$ cat src/rtl/debounce_pkg.sv
// Shared constants and width helpers for the switch debouncer bank.
// Timing defaults assume a 25 MHz system clock.
package debounce_pkg;

  localparam int DEB_10MS_25MHZ  = 250000;
  localparam int REP_500MS_25MHZ = 12500000;
  localparam int REP_100MS_25MHZ = 2500000;

  // Bits needed to hold 0..max_count; never returns zero.
  function automatic int cnt_width(input int max_count);
    return (max_count < 1) ? 1 : $clog2(max_count + 1);
  endfunction

  function automatic int max_int(input int a, input int b);
    return (a > b) ? a : b;
  endfunction

endpackage

$ cat src/rtl/debounce_channel.sv
// One debouncer channel: 2-flop synchroniser, qualification counter, edge strobes
// and, with DEBOUNCE_REPEAT_EN defined, a held-button auto-repeat counter.
module debounce_channel
  import debounce_pkg::*;
#(
  parameter int   WAIT_CYCLES   = DEB_10MS_25MHZ,
  parameter logic INIT_LEVEL    = 1'b0,
  parameter int   REPEAT_DELAY  = REP_500MS_25MHZ,
  parameter int   REPEAT_PERIOD = REP_100MS_25MHZ
) (
  input  logic i_clk,
  input  logic i_rst_n,
  input  logic i_switch,
  output logic o_switch,
  output logic o_rise,
  output logic o_fall,
  output logic o_repeat
);

  localparam int CW = cnt_width(WAIT_CYCLES);
  localparam logic [CW-1:0] CNT_LAST = CW'(WAIT_CYCLES - 1);

  logic          sync0;
  logic          sync1;
  logic [CW-1:0] cnt;
  logic          commit;

  // New level has differed for WAIT_CYCLES consecutive edges, including this one.
  assign commit = (sync1 != o_switch) && (cnt == CNT_LAST);

  always_ff @(posedge i_clk or negedge i_rst_n) begin
    if (!i_rst_n) begin
      sync0    <= INIT_LEVEL;
      sync1    <= INIT_LEVEL;
      cnt      <= '0;
      o_switch <= INIT_LEVEL;
      o_rise   <= 1'b0;
      o_fall   <= 1'b0;
    end else begin
      sync0  <= i_switch;
      sync1  <= sync0;
      o_rise <= 1'b0;
      o_fall <= 1'b0;
      if (sync1 == o_switch) begin
        cnt <= '0;
      end else if (commit) begin
        o_switch <= sync1;
        cnt      <= '0;
        o_rise   <= sync1;
        o_fall   <= ~sync1;
      end else begin
        cnt <= cnt + CW'(1);
      end
    end
  end

`ifdef DEBOUNCE_REPEAT_EN
  localparam int RW = cnt_width(max_int(REPEAT_DELAY, REPEAT_PERIOD));
  localparam logic [RW-1:0] RLOAD_DELAY  = RW'(REPEAT_DELAY - 1);
  localparam logic [RW-1:0] RLOAD_PERIOD = RW'(REPEAT_PERIOD - 1);

  logic [RW-1:0] rep_cnt;

  // A falling commit clears the counter on the same edge, so no strobe follows o_fall.
  always_ff @(posedge i_clk or negedge i_rst_n) begin
    if (!i_rst_n) begin
      rep_cnt  <= '0;
      o_repeat <= 1'b0;
    end else begin
      o_repeat <= 1'b0;
      if (commit) begin
        rep_cnt <= sync1 ? RLOAD_DELAY : '0;
      end else if (o_switch) begin
        if (rep_cnt == '0) begin
          o_repeat <= 1'b1;
          rep_cnt  <= RLOAD_PERIOD;
        end else begin
          rep_cnt <= rep_cnt - RW'(1);
        end
      end
    end
  end
`else
  // Repeat delays are always >= 1, so this folds to a constant 0.
  assign o_repeat = (REPEAT_DELAY == 0) && (REPEAT_PERIOD == 0);
`endif

endmodule

$ cat src/rtl/debounce_bank.sv
// Multi-channel switch debouncer; one independent debounce_channel per input bit.
// Auto-repeat strobes are built only when DEBOUNCE_REPEAT_EN is defined.
module debounce_bank
  import debounce_pkg::*;
#(
  parameter int   CHANNELS      = 4,
  parameter int   WAIT_CYCLES   = DEB_10MS_25MHZ,
  parameter logic INIT_LEVEL    = 1'b0,
  parameter int   REPEAT_DELAY  = REP_500MS_25MHZ,
  parameter int   REPEAT_PERIOD = REP_100MS_25MHZ
) (
  input  logic                i_clk,
  input  logic                i_rst_n,
  input  logic [CHANNELS-1:0] i_switch,
  output logic [CHANNELS-1:0] o_switch,
  output logic [CHANNELS-1:0] o_rise,
  output logic [CHANNELS-1:0] o_fall,
  output logic [CHANNELS-1:0] o_repeat
);

  for (genvar n = 0; n < CHANNELS; n++) begin : g_ch
    debounce_channel #(
      .WAIT_CYCLES  (WAIT_CYCLES),
      .INIT_LEVEL   (INIT_LEVEL),
      .REPEAT_DELAY (REPEAT_DELAY),
      .REPEAT_PERIOD(REPEAT_PERIOD)
    ) u_ch (
      .i_clk   (i_clk),
      .i_rst_n (i_rst_n),
      .i_switch(i_switch[n]),
      .o_switch(o_switch[n]),
      .o_rise  (o_rise[n]),
      .o_fall  (o_fall[n]),
      .o_repeat(o_repeat[n])
    );
  end

endmodule

$ cat config.mk
export PLATFORM = sky130hd
export DESIGN_NAME = debounce_bank
export DESIGN_NICKNAME = d
export VERILOG_FILES = /design/src/rtl/debounce_pkg.sv /design/src/rtl/debounce_channel.sv /design/src/rtl/debounce_bank.sv
export SDC_FILE = /design/constraint.sdc
export NUM_CORES = 1
export LEC_CHECK = 0
export ABC_AREA = 1
export ABC_CLOCK_PERIOD_IN_PS = 2760
export BUFFER_PORTS_ARGS = -buffer_cell sky130_fd_sc_hd__buf_2
export CORE_MARGIN = 2
export CORE_UTILIZATION = 45
export DETAILED_ROUTE_END_ITERATION = 16
export SLEW_MARGIN = 40
export SYNTH_ARGS = -nofsm -noshare
export SYNTH_HDL_FRONTEND = slang
export SYNTH_SLANG_ARGS = --single-unit
$ cat constraint.sdc
create_clock -name i_clk -period 2.76 [get_ports i_clk]
set_input_delay 0.552 -clock i_clk [delete_from_list [all_inputs] [get_ports i_clk]]
set_output_delay 0.552 -clock i_clk [all_outputs]
set_load 0.05 [all_outputs]
### Word-level counts from Yosys, hierarchy flattened

Cells that the tools add are included.

* equal/unequal tests: 12
* reductions and logical operators: 8
* $add $sub $neg: 4
* bitwise gates (word level): 8
* mux-type cells: 24

Operators by type and width (count)
* two-way mux 18 bit: 8
* adder 18 x 1 -> 18 bit (second input constant): 4
* equality test 18 bit (second input constant): 4
* two-way mux 1 bit: 16
* inverter 1 bit: 8
* AND reduction 2 bit: 4
* equality test 1 bit: 4
* logical AND 1 bit: 4
* inequality test 1 bit: 4

* word-level logic and storage cells: 80
* bits of input ports: 6
* register bits after elaboration: 92
* output and inout port bits: 16

### Logic depth before layout (Yosys ltp)

Gate-level depths: netlist of the first run.

* word-level depth: 4
* gate-level depth with buffers: 9
* depth with buffers taken out: 9

### Cells and area by module

From an unflattened synthesis of the first run, not the netlist that was laid out.

* cells, all modules: 556
* area, all modules: 4734.5 um2

By module, submodules not included
* debounce_channel: cells each 139, area an instance 1183.6 um2, seq. area each 575.6 um2, times used 4

### Worst setup path after synthesis of the first run

OpenSTA, ideal clock, no wires.

* path kind: register to register
* from: reg g_ch[2].u_ch.cnt[0]
* to: reg g_ch[2].u_ch.cnt[12]
* clock period less this slack: 1294 ps
* data arrival time: 1173 ps
* setup time: 121 ps
* required time: 2639 ps
* slack: 1466 ps
* cell stages (with the launch flop): 7
* buffers on the path: 0
* cells stage by stage: dfrtp_1 ha_1 nand2_1 nor2_4 nand3_1 nand2_2 nor2_1

* longest elaborated chain between the ends: 4
* elaborated cells between the ends (all ways): 5

RTL lines
* from (decl): RTL line debounce_channel.sv:25 `logic [CW-1:0] cnt;`
* from (signal assigned): RTL line debounce_channel.sv:52 `cnt <= cnt + CW'(1);`
* branches (longest 2 deep; another with adder 18 x 1 -> 18 bit)
* two-way mux 18 bit *: RTL line debounce_channel.sv:46 `end else if (commit) begin`
* two-way mux 18 bit *: RTL line debounce_channel.sv:44 `if (sync1 == o_switch) begin`

Every way passes the cells marked *.
A chain may end at the register's enable or synchronous reset.

### Worst setup path in the final report of the first run

* from: reg g_ch[3].u_ch.o_switch
* to: out o_switch[3]

RTL lines
* from (decl): RTL line debounce_channel.sv:14 `output logic o_switch,`
* from (signal assigned): RTL line debounce_channel.sv:47 `o_switch <= sync1;`
* to (decl): RTL line debounce_bank.sv:15 `output logic [CHANNELS-1:0] o_switch,`

No word-level cell between the ends.

==> impl_metrics.tcl, run 1 <==
set metrics [dict create \
    status "finished clean" \
    cellLeakagePower_nw 2.31 \
    clock_path_buffers 2 \
    start_util 0.463 \
    ant_nets 0 \
    io_buffers 17 \
    final_common_cell "nor2_1" \
    worstSkewPairLatency_ps 360 \
    place_inst 723 \
    multi_input_area_sq_um 2120 \
    vias 3464 \
    cts_setup_buffers 0 \
    critPathBufInv 1 \
    cts_made_buffers 9 \
    drt-wirelength-per-cell_um 11.6 \
    drv_slew 0 \
    crit_fanout 5 \
    ctsRootBufferMaster "clkbuf_8" \
    cp.required_ps 2210 \
    hpwl_mm 6.34 \
    place_area_sq_um 4950 \
    die-area_sq_um 11500 \
    path_class "flop to output port" \
    grt_max_degree 67 \
    die_h_um 107 \
    firstDrtPassIters 4 \
    ir_worst_vdd_uv 291 \
    crit_family "flip-flops" \
    worst_setup_path_end_kind "output port" \
    grt_use_total 0.170 \
    pin_count 22 \
    cp_slowest_cell "dfrtp_1" \
    viasPerCell 4.69 \
    synth_warnings 0 \
    ys_top_cells_by_area "dfrtp_1, nor2_1, nand2_1, inv_1, nand3_1" \
    ys_ff_latch 92 \
    final_cells 739 \
    post-route-period-util 0.586 \
    wl_mm 8.61 \
    rsz0062_at_grt "no" \
    syn_inst 582 \
    fillers 953 \
    synthesis.area_sq_um 4780 \
    seq_area_sq_um 2300 \
    finalCriticalPeriod_ps 1620 \
    synth_seq_area_share 0.482 \
    hold_viol 0 \
    routed-wl-met2_mm 3.99 \
    crit_arrival_ps 1070 \
    setup_tns_ps 0 \
    antenna_found_initial 0 \
    fmax_mhz 618 \
    routed.top_layer "met4" \
    synth.distinct_cells 24 \
    cellPowerDensity_nw_per_um2 481 \
    grt_first_pass_wirelength_mm 15.5 \
    rows 37 \
    coreArea_sq_um 10300 \
    wl_met3_um 215 \
    finalInstanceArea_sq_um 5170 \
    synth_top_area_share 0.482 \
    drt_iter0_markers 143 \
    htreeDepth 3 \
    place_ws_ps 1250 \
    start_kind "flop" \
    cts_resized 0 \
    critPathMaxStageDelay_ps 420 \
    max_cap_violations 0 \
    fp.dieW_um 107 \
    fin_ws_ps 1140 \
    place_congestion 0.853 \
    layout_common_cells "nor2_1, dfrtp_1, nand2_1" \
    syn_to_final_growth_pct 8.27 \
    grt_overflow_total 0 \
    hp-class "primary input to asynchronous set/reset pin" \
    yosysTopAreaCell "dfrtp_1" \
    fin_skew_ps 9.59 \
    grt_pass1_vias 3508 \
    cts_tree "built" \
    syn_avg_cell_area_sq_um 8.21 \
    diodes 0 \
    drive_gt1_frac 0.148 \
    nNetsFinal 608 \
    wl_met1_mm 4.26 \
    drc_errors 0 \
    setup_viol 0 \
    clk_pin_slew_ps 90 \
    cts_sinks 92 \
    hold_ws_ps 90.6 \
    path_cells "buf_2" \
    hold_buffers 0 \
]
[Yosys cell counts (all sizes together)]
| library cell | count |
|---|---|
| dfrtp | 92 |
| nand3 | 44 |
| ha | 4 |
| inv | 66 |
| nand4 | 7 |
| nor3b | 4 |
| buf | 16 |
| nand2 | 110 |
| conb | 1 |
| o21ai | 3 |
| xnor2 | 12 |
| nor2 | 162 |
| a21oi | 9 |
| xor2 | 24 |
| nor3 | 20 |
| a31oi | 4 |
| and2 | 3 |
| o21bai | 1 |
[flip-flops by register name, summed over array words and instances, names as in the netlist]
signal              flops
g_ch.u_ch.cnt          72
g_ch.u_ch.o_fall        4
g_ch.u_ch.o_rise        4
g_ch.u_ch.o_switch      4
g_ch.u_ch.sync0         4
g_ch.u_ch.sync1         4
[stage by stage]
stage,power (mW),util
floorplan,1.47,-
global placement,1.51,0.479
detailed placement,1.51,0.479
CTS,2.54,0.501
global route,2.62,0.501
finish,2.49,0.501
[power by group]
group	total [mW]	internal (mW)	switching, mW
combinational	0.0978	0.0231	0.0746
sequential	1.38	1.37	0.0162
clock	1.01	0.538	0.472
[path summary, 6_finish.rpt]
path | from | depth (start not counted) | endpoint | slack (ps)
worst max-delay path | g_ch[3].u_ch.o_switch | 1 | o_switch[3] | 1140
worst min-delay path | i_rst_n | 1 | g_ch[0].u_ch.cnt[15] | 90
worst max register to register | g_ch[2].u_ch.cnt[0] | 6 | g_ch[2].u_ch.cnt[12] | 1250
worst min register to register | g_ch[3].u_ch.sync0 | 0 | g_ch[3].u_ch.sync1 | 350
max in group asynchronous | i_rst_n | 2 | g_ch[1].u_ch.cnt[15] | 2010
min in group i_clk | i_switch[2] | 1 | g_ch[2].u_ch.sync0 | 290
[cell families after synthesis]
group,count (synthesis),synth area share
flip-flops,92,0.482
AO/OA/AOI/OAI,17,0.0194
AND/OR/NAND/NOR,350,0.345
XOR/XNOR,36,0.0660
other,1,0.000785
adder cells (fa/ha/maj),4,0.0105
buffers and inverters,82,0.0770
[worst reg2reg max path, delay by kind of cell (launching register included)]
kind,cells,cell delay [ps]
fa+ha+maj,1,180
flops,1,390
simple gates,5,830
[per-layer routing]
metal  up-vias  global-route usage
li1       1819                   -
met4         0              0.0612
met5         -                   0
met2        45               0.282
met3        12              0.0353
met1      1588               0.220
[cell type report]
cell class | count | area share
clock buffers | 11 | 0.0273
flip-flops and latches | 92 | 0.445
multi-input cells | 411 | 0.410
well taps | 136 | 0.0329
repair buffers | 18 | 0.0208
clock inverters | 5 | 0.0164
inverters | 66 | 0.0479
(Power assumes the default switching activity.)
==> inputs of run 2 (changes only) <==
ABC_CLOCK_PERIOD_IN_PS = 1550   (was 2760)
clock period = 1.55 ns   (was 2.76 ns; I/O delays follow)
==> impl_metrics.tcl, run 2 (synthesis results as in run 1) <==
set metrics [dict create \
    io_buffers 17 \
    r2r_cells 7 \
    cellLeakagePower_nw 2.36 \
    ctsRootBufferMaster "clkbuf_8" \
    startpoint "g_ch[2].u_ch.cnt[0]" \
    hp-class "primary input to flop" \
    coreArea_sq_um 10300 \
    r2r-start "g_ch[2].u_ch.cnt[0]" \
    die_h_um 107 \
    cp_slowest_cell "dfrtp_1" \
    start_util 0.463 \
    nNetsFinal 619 \
    crit_family "simple AND/OR/NAND/NOR gates" \
    reg2reg_to "g_ch[2].u_ch.cnt[12]" \
    clock_path_buffers 2 \
    die-area_sq_um 11500 \
    clk_pin_slew_ps 100 \
    ir_worst_vdd_uv 432 \
    hold_ws_ps 38.2 \
    finalCriticalPeriod_ps 1450 \
    cts_tree "built" \
    grt_pass1_vias 3445 \
    final_common_cell "nor2_1" \
    grt_max_degree 31 \
    cellPowerDensity_nw_per_um2 817 \
    crit_cells 7 \
    drv_slew 0 \
    drc_errors 0 \
    grt_first_pass_wirelength_mm 15.6 \
    crit_arrival_ps 1700 \
    drive_gt1_frac 0.168 \
    worstSkewPairLatency_ps 370 \
    fin_skew_ps 13.4 \
    post-route-period-util 0.935 \
    critPathMaxStageDelay_ps 400 \
    grt_overflow_total 0 \
    htreeDepth 3 \
    cts_sinks 92 \
    p_total_mw 4.31 \
    max_cap_violations 0 \
    place_congestion 0.840 \
    grt_use_total 0.172 \
    top_register "g_ch.u_ch.cnt" \
    path_class "flop to flop" \
    viasPerCell 4.75 \
    cts_made_buffers 9 \
    largest_reg_flops 72 \
    rows 37 \
    wl_mm 8.90 \
    worst_setup_path_end_kind "flop" \
    fmax_mhz 690 \
    layout_common_cells "nor2_1, dfrtp_1, nand2_1" \
    fp.dieW_um 107 \
    setup_viol 0 \
    critPathBufInv 0 \
    crit_fanout 4 \
    cp.required_ps 1810 \
    syn_to_final_growth_pct 10.4 \
    cpMostUsedCell "nor2_4" \
    ant_nets 0 \
    rrSetupSlack_ps 100 \
    fillers 984 \
    vias 3566 \
    path_cells "ha_1 > nand2_1 > nor2_4 > nand2_2 > nor2_4 > xor2_1 > nor2_1" \
    pin_count 22 \
    firstDrtPassIters 5 \
    drt_iter0_markers 151 \
    antenna_found_initial 0 \
    status "finished clean" \
    hold_viol 0 \
    hpwl_mm 6.62 \
    post-route-util 0.511 \
    drt-wirelength-per-cell_um 11.9 \
    crit_end "g_ch[2].u_ch.cnt[12]" \
    diodes 0 \
    start_kind "flop" \
]
run 2: cell count changes in the layout (fill, tap and decap cells not counted), sizes merged:
cell | before | now
inv | 66 | 67
dlygate4sd3 | 0 | 1
buf | 18 | 28
bufinv | 2 | 1
run 2: area by class of cell:
class | instances | area [sq um] | share of cell area
multi-input cells | 411 | 2150 | 0.407
repair buffers | 29 | 205 | 0.0389
well taps | 136 | 170 | 0.0323
clock buffers | 11 | 141 | 0.0268
inverters | 66 | 248 | 0.0470
flip-flops and latches | 92 | 2300 | 0.436
clock inverters | 5 | 60.1 | 0.0114
run 2: where the power goes:
part	total, mW	internal [mW]	leakage [nW]	switching [mW]
logic	0.199	0.0592	1.00	0.140
registers	2.46	2.43	1.26	0.0297
clock network	1.65	0.796	0.0999	0.854
total	4.31	3.29	2.36	1.02
run 2: worst min-delay path by stage:
| stage | startpoint | endpoint | slack [ps] | depth (start not counted) |
|---|---|---|---|---|
| after global routing | i_switch[3] | g_ch[3].u_ch.sync0 | 20 | 1 |
| final | i_switch[3] | g_ch[3].u_ch.sync0 | 40 | 1 |
| after CTS | i_switch[3] | g_ch[3].u_ch.sync0 | 20 | 1 |
| after detailed placement | i_rst_n | g_ch[0].u_ch.cnt[15] | 280 | 1 |
| after global placement | i_rst_n | g_ch[0].u_ch.cnt[15] | 280 | 1 |
| after floorplan | i_rst_n | g_ch[0].u_ch.cnt[0] | 10 | 0 |
run 2: through the flow:
step | setup slack (ps) | instances | area (sq um) | TNS [ps]
global route | -27.2 | 750 | 5280 | -88.5
global placement | 124 | 730 | 5010 | 0
floorplan | 256 | 585 | 4790 | 0
finish | 101 | 750 | 5280 | 0
CTS | 33.3 | 747 | 5220 | 0
detailed placement | 42.6 | 730 | 5010 | 0
run 2: layer usage:
metal  up-vias  wire length [um]  global-route usage
met5         -                 0                   0
met2        37              4310               0.288
met3        14               188              0.0280
met4         0               168              0.0770
li1       1845                 -                   -
met1      1670              4220               0.220
run 2: worst reg2reg max path, cell delays in order, from the launching register on:
cell,delay [ps]
dfrtp_1,400
ha_1,180
nand2_1,120
nor2_4,180
nand2_2,130
nor2_4,130
xor2_1,160
nor2_1,60
run 2: repair_timing:
action | in CTS | in global routing
hold buffers | 1 | 0
setup buffers | 0 | 3
endpoints found under the setup margin | 0 | 24
endpoints found under the hold margin | 27 | 0
gates resized for setup | 0 | 8
==> inputs of run 3 (changes only) <==
SYNTH_HIERARCHICAL = 1   (was not set)
==> impl_metrics.tcl, run 3 <==
set metrics [dict create \
    io_buffers 17 \
    ys_ff_latch 92 \
    cts_made_buffers 9 \
    drv_slew 0 \
    clk_pin_slew_ps 90 \
    grt_overflow_total 0 \
    viasPerCell 4.71 \
    cts_setup_buffers 0 \
    vias 3442 \
    top_register "g_ch.u_ch/cnt" \
    cp.required_ps 1240 \
    firstDrtPassIters 4 \
    hpwl_mm 6.22 \
    pin_count 22 \
    crit_arrival_ps 1100 \
    synth_commonest_cells "nor2_1, nand2_1, dfrtp_1" \
    cts_sinks 92 \
    synth_ff_type "dfrtp_1" \
    largest_reg_flops 72 \
    cts_tree "built" \
    place_area_sq_um 5050 \
    synth.distinct_cells 24 \
    setup_tns_ps 0 \
    place_congestion 0.809 \
    drc_errors 0 \
    ys_top_cells_by_area "dfrtp_1, nor2_1, nand2_1, inv_1, nor2_4" \
    rsz0062_at_grt "no" \
    path_class "flop to output port" \
    synth_warnings 6 \
    syn_avg_cell_area_sq_um 8.52 \
    antenna_found_initial 0 \
    grt_first_pass_wirelength_mm 14.9 \
    layout_common_cells "nor2_1, nand2_1, dfrtp_1" \
    hold_ws_ps 49.7 \
    hp-class "primary input to flop" \
    drt-wirelength-per-cell_um 11.5 \
    die-area_sq_um 11400 \
    wl_mm 8.42 \
    synthesis.area_sq_um 4730 \
    crit_fanout 5 \
    nNetsFinal 600 \
    ant_nets 0 \
    crit_end "o_switch[2]" \
    syn_inst 556 \
    crit_cells 1 \
    clock_path_buffers 2 \
    diodes 0 \
    critPathMaxStageDelay_ps 440 \
    r2r_cells 6 \
    grt_pass1_vias 3306 \
    drt_iter0_markers 148 \
    finalInstanceArea_sq_um 5310 \
    fin_ws_ps 139 \
    use_met1 0.229 \
    rows 37 \
    final_common_cell "nor2_1" \
    ir_worst_vdd_uv 438 \
    crit_family "flip-flops" \
    fp.dieW_um 107 \
    grt-busiest-layer "met2" \
    yosysTopAreaCell "dfrtp_1" \
    grt_use_total 0.164 \
    synth_seq_area_share 0.486 \
    syn_to_final_growth_pct 12.2 \
    fmax_mhz 709 \
    max_cap_violations 0 \
    reg2reg_to "g_ch[3].u_ch/cnt[3]" \
    p_total_mw 4.51 \
    cellPowerDensity_nw_per_um2 850 \
    async_reset_ff_frac 1.00 \
    syn_nets 566 \
    synth_top_area_share 0.486 \
    place_ws_ps 139 \
    r2r-start "g_ch[3].u_ch/cnt[0]" \
    htreeDepth 3 \
    drive_gt1_frac 0.205 \
    cellLeakagePower_nw 2.37 \
    grt_max_degree 34 \
    cp_slowest_cell "dfrtp_1" \
    worst_setup_path_end_kind "output port" \
    setup_viol 0 \
    synth_edf_count 0 \
    met3_usage 0.0304 \
    fin_skew_ps 14.2 \
    ctsRootBufferMaster "clkbuf_8" \
    hold_viol 0 \
    status "finished clean" \
    worstSkewPairLatency_ps 360 \
    holdPathStages 1 \
    grtUsageMet2 0.255 \
    post-route-period-util 0.910 \
    finalCriticalPeriod_ps 1410 \
    critPathBufInv 1 \
    die_h_um 107 \
    path_cells "buf_2" \
    start_util 0.461 \
    coreArea_sq_um 10300 \
    rrSetupSlack_ps 150 \
    startpoint "g_ch[2].u_ch/o_switch" \
    yosysMostFrequentCell "nor2_1" \
    start_kind "flop" \
]
-- run 3: layer usage --
layer  wire length, um  part of all wire
met5                 0                 0
met4                93             0.011
met3               252             0.030
met2              3920              0.47
met1              4150              0.49
-- run 3: worst min-delay path by stage --
| stage | start | end |
|---|---|---|
| after floorplan | i_rst_n | g_ch[0].u_ch/cnt[0] |
| after CTS | i_switch[3] | g_ch[3].u_ch/sync0 |
| after global placement | i_rst_n | g_ch[2].u_ch/cnt[11] |
| final | i_switch[1] | g_ch[1].u_ch/sync0 |
| after detailed placement | i_rst_n | g_ch[2].u_ch/cnt[11] |
| after global routing | i_switch[1] | g_ch[1].u_ch/sync0 |
-- run 3: cells by family (layout without fill, tap and decap cells) --
logic type,count (synthesis),count (layout),share of synthesized area
simple gates,332,332,0.345
flops,92,92,0.486
buf+inv,64,103,0.0539
xor+xnor,40,40,0.0740
compound gates,20,20,0.0275
fa+ha+maj,4,4,0.0106
other cells,4,4,0.00317
-- run 3: timing repair --
item / in CTS / in global routing
endpoints found under the setup margin: 0 / 6
hold buffers: 1 / 0
resized for setup: 0 / 2
hold endpoints to repair: 13 / 0
-- run 3: metrics by stage --
step / util / std cells
3_3_place_gp: 0.492 / 714
6_report: 0.517 / 731
2_1_floorplan: - / 556
4_1_cts: 0.515 / 731
5_1_grt: 0.517 / 731
3_5_place_dp: 0.492 / 714
-- run 3: area by class of cell --
class | instances | area [sq um]
timing repair buffer | 27 | 190
fill | 955 | 4960
clock buffer | 11 | 151
clock inverter | 5 | 81.3
multi-input combinational | 400 | 2190
sequential | 92 | 2300
inverter | 60 | 225
tap | 136 | 170
-- run 3: report_power, final --
group          total, mW  internal, mW  leakage [nW]  switching [mW]
clock               1.85          1.00         0.116           0.851
combinational      0.204        0.0614          1.00           0.142
sequential          2.46          2.43          1.26          0.0257
total               4.51          3.50          2.37            1.02
-- run 3: worst register-to-register path, stage by stage (launching register included) --
cell     delay (ps)
dfrtp_1         380
ha_1            190
nand3_1         150
nor2_1          180
nand2_1         110
o21ai_2         190
nor2_1           90
